File: config.mk
export PLATFORM = sky130hd
export DESIGN_NAME = fp_unrecode_sp_pipeline
export DESIGN_NICKNAME = d
export VERILOG_FILES = /design/src/rtl/fp_unrecode_sp_pipeline_pkg.sv /design/src/rtl/fp_unrecode_sp_pipeline_dec.sv /design/src/rtl/fp_unrecode_sp_pipeline.sv
export SDC_FILE = /design/constraint.sdc
export NUM_CORES = 1
export LEC_CHECK = 0
export BUFFER_PORTS_ARGS = -buffer_cell sky130_fd_sc_hd__buf_2
export CORE_MARGIN = 2
export CORE_UTILIZATION = 55
export DETAILED_ROUTE_END_ITERATION = 6
export GPL_TIMING_DRIVEN = 0
export PLACE_DENSITY_LB_ADDON = 0.12
export RECOVER_POWER = 50
export SKIP_LAST_GASP = 1
export SLEW_MARGIN = 20
export SYNTH_ARGS = -nofsm -noshare
export SYNTH_HDL_FRONTEND = slang
export SYNTH_SLANG_ARGS = --single-unit
File: constraint.sdc
create_clock -name clk -period 9.05 [get_ports clk]
set_clock_uncertainty 0.15 [all_clocks]
set_input_delay 1.81 -clock clk [delete_from_list [all_inputs] [get_ports clk]]
set_output_delay 1.81 -clock clk [all_outputs]
set_load 0.01 [all_outputs]
File: src/rtl/fp_unrecode_sp_pipeline_pkg.sv
// rtl/fp_unrecode_sp_pipeline_pkg.sv - shared widths, constants and recoded-SP class decode
package fp_unrecode_sp_pipeline_pkg;

  localparam int FPR_RECODED_WIDTH   = 65;
  localparam int FPR_WIDTH           = 64;
  localparam int FPU_EXC_WIDTH       = 5;
  localparam int SP_RECODED_WIDTH    = 33;
  localparam int FPU_PIPE_UNRECODE_S = 2;

  localparam logic [8:0]  SP_REC_EXP_BIAS = 9'h081;
  localparam logic [31:0] SP_CANON_NAN    = 32'h7FC00000;
  localparam logic [31:0] SP_NAN_BOX      = 32'hFFFFFFFF;

  typedef enum logic [2:0] {
    REC_ZERO,
    REC_SUB,
    REC_NORM,
    REC_INF,
    REC_NAN
  } rec_class_e;

  // Top three recoded exponent bits carry the special-value class.
  function automatic rec_class_e rec_classify(input logic [8:0] rexp);
    rec_class_e c;
    case (rexp[8:6])
      3'b000:  c = REC_ZERO;
      3'b110:  c = REC_INF;
      3'b111:  c = REC_NAN;
      default: c = (rexp >= SP_REC_EXP_BIAS + 9'd1) ? REC_NORM : REC_SUB;
    endcase
    return c;
  endfunction

endpackage

File: src/rtl/fp_unrecode_sp_pipeline_dec.sv
// rtl/fp_unrecode_sp_pipeline_dec.sv - combinational 33-bit recoded SP to IEEE binary32 decoder
module fp_unrecode_sp_pipeline_dec
  import fp_unrecode_sp_pipeline_pkg::*;
#(
  parameter bit CANON_NAN = 1'b0
) (
  input  logic [SP_RECODED_WIDTH-1:0] rec,
  output logic [31:0]                 ieee
);

  logic        sign;
  logic [8:0]  rexp;
  logic [22:0] sig;
  logic [8:0]  shift;

  assign sign  = rec[32];
  assign rexp  = rec[31:23];
  assign sig   = rec[22:0];
  assign shift = (SP_REC_EXP_BIAS + 9'd1) - rexp;

  always_comb begin
    ieee = '0;
    case (rec_classify(rexp))
      REC_ZERO: ieee = {sign, 8'h00, 23'h0};
      REC_INF:  ieee = {sign, 8'hFF, 23'h0};
      REC_NAN:  ieee = CANON_NAN ? SP_CANON_NAN : {sign, 8'hFF, sig | 23'h400000};
      // Low 8 bits suffice: the bias subtraction is exact modulo 256 for normals.
      REC_NORM: ieee = {sign, rexp[7:0] - 8'h81, sig};
      REC_SUB:  ieee = {sign, 8'h00, 23'(({1'b1, sig}) >> shift)};
      default:  ieee = '0;
    endcase
  end

endmodule

File: src/rtl/fp_unrecode_sp_pipeline.sv
// rtl/fp_unrecode_sp_pipeline.sv - DEPTH-stage valid/ready pipeline unrecoding SP values to NaN-boxed binary32
module fp_unrecode_sp_pipeline
  import fp_unrecode_sp_pipeline_pkg::*;
#(
  parameter int unsigned DEPTH     = FPU_PIPE_UNRECODE_S,
  parameter bit          CANON_NAN = 1'b0
) (
  input  logic                         clk,
  input  logic                         reset,
  input  logic                         in_valid,
  output logic                         in_ready,
  input  logic [FPR_RECODED_WIDTH-1:0] in,
  output logic                         out_valid,
  input  logic                         out_ready,
  output logic [FPR_WIDTH-1:0]         result,
  output logic [FPU_EXC_WIDTH-1:0]     exc
);

  logic [31:0]      dec_ieee;
  logic [DEPTH-1:0] valid;
  logic [31:0]      data [DEPTH];
  logic [DEPTH:0]   adv;
  logic             unused_hi;

  assign unused_hi = ^in[FPR_RECODED_WIDTH-1:SP_RECODED_WIDTH];

  fp_unrecode_sp_pipeline_dec #(
    .CANON_NAN(CANON_NAN)
  ) u_dec (
    .rec (in[SP_RECODED_WIDTH-1:0]),
    .ieee(dec_ieee)
  );

  // A stage may advance if it or any stage downstream of it is empty, or the consumer takes the head.
  always_comb begin : adv_chain
    logic acc;
    acc        = out_ready;
    adv        = '0;
    adv[DEPTH] = out_ready;
    for (int k = int'(DEPTH) - 1; k >= 0; k--) begin
      acc    = acc | ~valid[k];
      adv[k] = acc;
    end
  end

  for (genvar k = 0; k < DEPTH; k++) begin : g_stage
    logic        src_valid;
    logic [31:0] src_data;
    logic        valid_q;
    logic [31:0] data_q;

    if (k == 0) begin : g_head
      assign src_valid = in_valid;
      assign src_data  = dec_ieee;
    end else begin : g_body
      assign src_valid = valid[k-1];
      assign src_data  = data[k-1];
    end

    always_ff @(posedge clk) begin
      if (!reset) begin
        valid_q <= 1'b0;
        data_q  <= '0;
      end else if (adv[k]) begin
        valid_q <= src_valid;
        data_q  <= src_data;
      end
    end

    assign valid[k] = valid_q;
    assign data[k]  = data_q;
  end

  assign in_ready  = adv[0];
  assign out_valid = valid[DEPTH-1];
  assign result    = {SP_NAN_BOX, data[DEPTH-1]};
  assign exc       = '0;

endmodule
==> out/metrics.cfg, run 1 <==
[final_layout]
fillers = 708
final_net_count = 725
antenna-diode-count = 0
syn_to_final_growth_pct = 16.90
drive_gt1_share_pct = 20.40
finalNonFillerCells = 759
fin_util_pct = 66.83

[worst_setup_path]
start_kind = primary input
crit_buf_inv = 7
required_ns = 9.11
arrival_ns = 5.54
critPathCaptureType = flop
crit_slowest_cell = clkbuf_1
cpPeakStageDelay_ns = 0.45
crit_fanout = 11
path_class = primary input to flop
path_delay_family = buffers and inverters
cp_cell_sequence = buf_2 > buf_2 > buf_2 > inv_2 > ha_1 > clkbuf_1 > clkbuf_1 > clkbuf_1 > nor3_1 > a31oi_1 > o21ai_0 > a221oi_1 > nor2_1

[timing]
fin_crit_sh_pct = 60.59
worst_pin_slew_ns = 1.023
hold_viol_final = 0
drv_slew = 0
fmax_mhz = 182.4
fin_tns_setup_ns = 0
rsz0062_at_grt = false
period_minus_slack_ns = 5.483
setup_slack_ns = 3.567
setup_violations = 0
max_slew_margin_pct = 31.29

[pwr]
power_uw = 772.1
ir_drop_mv = 0.06484
powerDensity_nw_per_um2 = 148.0
power_leakage_uw = 0.002040

[yosys]
synth_area_leaders = dfxtp_1 30%, mux4_2 11%, nand2_1 9.5%
syn_avg_cell_area_sq_um = 8.234
synth-edff-count = 0
synth_top_cell_by_area = dfxtp_1
yosysTopAreaCellShare_pct = 29.60
syn_inst = 542
ys_top_cells_by_count = 113 x nand2_1, 66 x dfxtp_1, 37 x buf_4, 36 x nor2_1, 35 x o21ai_0
ys.flop_type = dfxtp_1
synth_area_sq_um = 4463
yosysMostFrequentCell = nand2_1
synth_cell_types = 56
ys_seq_area_share_pct = 29.60
ys_ff_latch = 66
yosysWarnings = 0
synthArstFlopShare_pct = 0

[clock_tree]
htree_levels = 3
cts_sinks = 66
cts.clk_slew.worst_paths_ns = 0.06
cts_setup_buffers = 0
cts_tree = done
ctsHoldBuffers = 0
clk_path_buf_depth = 2
clock_latency_ns = 0.33
cts_made_buffers = 9
clock-root-buffer = clkbuf_8
cts.repair.resized = 0

[placement]
gp_congestion = 1.035
hpwl_mm = 9.656
dp_slack_ns = 3.298
portBuffers = 65
post-place-cells = 744

[detailed_routing]
viasPerCell = 5.684
drt_iter0_markers = 275
via_count = 4314
firstDrtPassIters = 5
drc = 0
drt_wl_total_mm = 12.69
postRouteAntennaNets = 0
wl_per_cell_um = 16.72

[global_route]
track_usage_pct = 29.36
grt_pass1_vias = 3886
grt_pass1_wl_mm = 20.13
antenna_found_initial = 0
gr-total-overflow = 0
grt_max_degree = 12

[die]
coreArea_sq_um = 7807
start_util_pct = 57.16
die_w_um = 94.08
io_pins = 140
rows = 32
die_y_um = 94.08
dieArea_sq_um = 8851

[hold_path]
hold_class = flop to flop

[run_status]
outcome = finished clean

[flow_run]
max-cap-violations = 0

==> report_power, final <==
part	switching [uW]	leakage, uW	internal, uW
logic	124	0.00139	86.5
clock network	99.4	0.000106	148
registers	8.24	0.000541	306
==> flip-flops by register name, summed over array words and instances, names as in the netlist <==
| register | flops |
|---|---|
| g_stage.data_q | 64 |
| out_valid | 1 |
| g_stage.valid_q | 1 |
==> final timing paths <==
check | cells after the start | slack, ns | end | from
worst max-delay path | 13 | 3.57 | g_stage[0].data_q[11]$_SDFFE_PN0P_ | in[23]
worst min-delay path | 2 | 0.31 | g_stage[1].data_q[18]$_SDFFE_PN0P_ | g_stage[1].data_q[18]$_SDFFE_PN0P_
worst max register to register | 7 | 6.56 | g_stage[0].data_q[31]$_SDFFE_PN0P_ | out_valid$_SDFFE_PN0P_
worst min register to register | 2 | 0.31 | g_stage[1].data_q[18]$_SDFFE_PN0P_ | g_stage[1].data_q[18]$_SDFFE_PN0P_
==> final cells by class <==
cell class | count | area (sq um) | area share [%]
Inverter | 6 | 22.52 | 0.4317
Tap cell | 102 | 127.6 | 2.446
Sequential cell | 66 | 1321 | 25.32
Clock inverter | 2 | 35.03 | 0.6715
Timing Repair Buffer | 65 | 284.0 | 5.444
Buffer | 81 | 464.2 | 8.897
Clock buffer | 13 | 168.9 | 3.237
Multi-Input combinational cell | 424 | 2794 | 53.55
==> cell families (layout without fill, tap and decap cells) <==
family	after synthesis	count (layout)	share of synthesized area (%)
AND/OR/NAND/NOR	189	189	19.01
AO/OA/AOI/OAI	142	142	21.42
buffers and inverters	87	167	10.91
flip-flops	66	66	29.60
multiplexers	40	40	15.50
XOR/XNOR	13	13	2.551
adder cells (fa/ha/maj)	3	3	0.8411
other	2	37	0.1683
==> tightest hold or removal path, cell delays in order, from the launching register on <==
cell,delay (ns)
dfxtp_1,0.31
nand2_1,0.05
a21boi_0,0.06
==> metrics by stage <==
| step | hold WS (ns) | area (sq um) |
|---|---|---|
| global route | 0.3247 | 5218 |
| global placement | 0.2957 | 5047 |
| floorplan | 0.2838 | 4594 |
| detailed placement | 0.3027 | 5047 |
| CTS | 0.3112 | 5251 |
| finish | 0.3094 | 5218 |
==> per-layer routing <==
layer / up-vias / GRT usage [%] / part of all wire (%)
li1: 2077 / - / -
met1: 1952 / 42.32 / 44
met2: 250 / 43.21 / 44
met3: 35 / 5.217 / 9.0
met4: 0 / 12.32 / 3.3
met5: - / 0 / 0
==> layout by cell type (no fill, tap or decap), drive strengths merged, types with 3 or more instances in the layout <==
cell	instances
or3	4
nand2	113
nor2b	4
ha	3
o21ai	36
mux2i	5
a221oi	14
nor2	36
xnor2	8
conb	37
inv	6
nand3	5
a21oi	25
nor3	7
xor2	5
dfxtp	66
clkbuf	78
mux2	13
nand2b	5
o211ai	4
nor4	3
a31oi	7
mux4	22
a311oi	6
buf	81
a21boi	33
Power figures use the tool's default switching activity.
==> run 2, diff against run 1 <==
- CORE_UTILIZATION: 55 -> 47
- clock period: 9.05 -> 4.8 ns (I/O delays scaled with it)
==> run 2 against run 1 <==
Compared with the run above: sequential power increased by 89%; critical path depth decreased by 1; first-iteration DRC count decreased by 6.5%; largest power group unchanged; total power increased by 84%; clock power increased by 77%; hold slack improved by 0.00054 ns; setup slack got worse by 3.2 ns; highest routed layer unchanged.
==> out/metrics.cfg, run 2 (same netlist as run 1, synthesis figures left out) <==
[pwr]
power_leakage_uw = 0.002030  ; -0.51%
ir_drop_mv = 0.1125  ; +74%
powerDensity_nw_per_um2 = 272.3  ; +84%
power_uw = 1424  ; +84%

[clock_tree]
cts.clk_slew.worst_paths_ns = 0.07  ; about the same
cts_sinks = 66  ; unchanged
cts_made_buffers = 9  ; unchanged
htree_levels = 3  ; unchanged
cts_tree = done
ctsHoldBuffers = 0  ; unchanged
clock-root-buffer = clkbuf_8
clk_path_buf_depth = 2  ; unchanged
cts.repair.resized = 0  ; unchanged
clock_latency_ns = 0.33  ; about the same
cts_setup_buffers = 0  ; unchanged

[final_layout]
fillers = 904  ; +28%
drive_gt1_share_pct = 20.27  ; -0.12 points
top_register = g_stage.data_q
final_cell_mix = 113 x nand2_1, 66 x clkbuf_1, 66 x dfxtp_1
syn_to_final_growth_pct = 17.16
final_net_count = 724  ; -0.14%
ff_latch_area_sq_um = 1321  ; unchanged
antenna-diode-count = 0  ; unchanged
layout_commonest_cell = nand2_1
multi_input_area_sq_um = 2794  ; unchanged
fin_area_sq_um = 5229  ; +0.22%
fin_util_pct = 56.59  ; -10 points
largest_register_ffs = 64  ; unchanged

[timing]
period_minus_slack_ns = 4.467
hold_viol_final = 0  ; unchanged
rsz0062_at_grt = false
worst_pin_slew_ns = 1.069  ; +0.04533 ns
drv_slew = 0  ; unchanged
fin_tns_setup_ns = 0  ; unchanged
fin_crit_sh_pct = 93.06
setup_violations = 0  ; unchanged
holdWs_ns = 0.3099  ; +0.0005390 ns
fmax_mhz = 223.9
max_slew_margin_pct = 28.25  ; -3.0 points

[worst_setup_path]
crit_buf_inv = 6  ; -1
cp_cell_sequence = buf_2 > buf_2 > buf_2 > inv_2 > ha_1 > clkbuf_1 > clkbuf_1 > nor3_1 > a31oi_1 > o21ai_0 > a221oi_1 > nor2_1
start_kind = primary input
required_ns = 4.86  ; -4.25 ns
arrival_ns = 4.53  ; -1.01 ns
path_class = primary input to flop
critPathCaptureType = flop
path_delay_family = buffers and inverters
cpMostUsedCell = buf_2
crit_slowest_cell = ha_1
cpPeakStageDelay_ns = 0.59  ; +0.14 ns
crit_fanout = 11  ; unchanged

[placement]
gp_congestion = 1.057  ; +2.1%
hpwl_mm = 10.01  ; +3.6%
post_dp_cell_area_sq_um = 5081  ; +0.67%
portBuffers = 65  ; unchanged

[run_status]
outcome = finished clean

[detailed_routing]
drt_iter0_markers = 257  ; -6.5%
firstDrtPassIters = 5  ; unchanged
drt_wl_total_mm = 12.85  ; +1.3%
viasPerCell = 5.274  ; -7.2%
postRouteAntennaNets = 0  ; unchanged
via_count = 4140  ; -4.0%
drc = 0  ; unchanged
wl_per_cell_um = 16.37  ; -2.1%

[die]
rows = 35  ; +9.4%
die_w_um = 101.4  ; +7.8%
coreArea_sq_um = 9240  ; +18%
die_y_um = 101.4  ; +7.8%
io_pins = 140  ; unchanged
dieArea_sq_um = 10290  ; +16%
start_util_pct = 48.30  ; -8.9 points

[global_route]
track_usage_pct = 25.12  ; -4.2 points
gr-total-overflow = 0  ; unchanged
grt_pass1_wl_mm = 20.00  ; -0.65%
grt_max_degree = 12  ; unchanged
grt_pass1_vias = 3799  ; -2.2%
antenna_found_initial = 0  ; unchanged

[flow_run]
max-cap-violations = 0  ; unchanged

[hold_path]
hold_class = flop to flop

-- run 2: cell types whose count changed in the layout (fill, tap and decap cells not counted) --
cell | before | now
clkinv_2 | 1 | 2
clkbuf_8 | 12 | 10
-- run 2: cell type report --
| type | count | area share [%] |
|---|---|---|
| clock buffers | 12 | 2.776 |
| plain buffers | 80 | 8.806 |
| repair buffers | 65 | 5.432 |
| inverters | 6 | 0.4307 |
| well taps | 129 | 3.087 |
| flip-flops and latches | 66 | 25.27 |
| clock inverters | 3 | 0.7657 |
| multi-input cells | 424 | 53.43 |
-- run 2: worst min-delay path, cell delays in order, from the launching register on --
cell and delay, ns:
dfxtp_1 0.31, nand2_1 0.05, a21boi_0 0.06
-- run 2: routing by layer --
layer / vias to the layer above / track usage [%] / wire (um)
met4: 0 / 8.732 / 259
met1: 1846 / 35.82 / 5983
met2: 193 / 38.05 / 5628
li1: 2074 / - / -
met5: - / 0 / 0
met3: 27 / 4.969 / 983
-- run 2: power breakdown --
group | leakage, uW | total (uW) | switching [uW] | internal, uW
sequential | 0.000541 | 592 | 14.8 | 577
combinational | 0.00139 | 395 | 232 | 163
clock | 0.0000962 | 437 | 187 | 250
total | 0.00203 | 1420 | 434 | 990
-- run 2: per-stage QoR --
step                      setup WS, ns  std cells
after detailed placement       -0.1429        771
after floorplan                 0.7235        577
after CTS                       0.2148        786
after global placement         -0.1558        771
final                           0.3333        785
after global routing           0.03665        785
-- run 2: final timing paths --
path	from	to	slack (ns)	cells past startpoint
worst min register to register	g_stage[1].data_q[30]$_SDFFE_PN0P_	g_stage[1].data_q[30]$_SDFFE_PN0P_	0.31	2
worst max-delay path	in[23]	g_stage[0].data_q[11]$_SDFFE_PN0P_	0.33	12
worst min-delay path	g_stage[1].data_q[30]$_SDFFE_PN0P_	g_stage[1].data_q[30]$_SDFFE_PN0P_	0.31	2
worst max register to register	out_valid$_SDFFE_PN0P_	g_stage[0].data_q[12]$_SDFFE_PN0P_	2.31	7
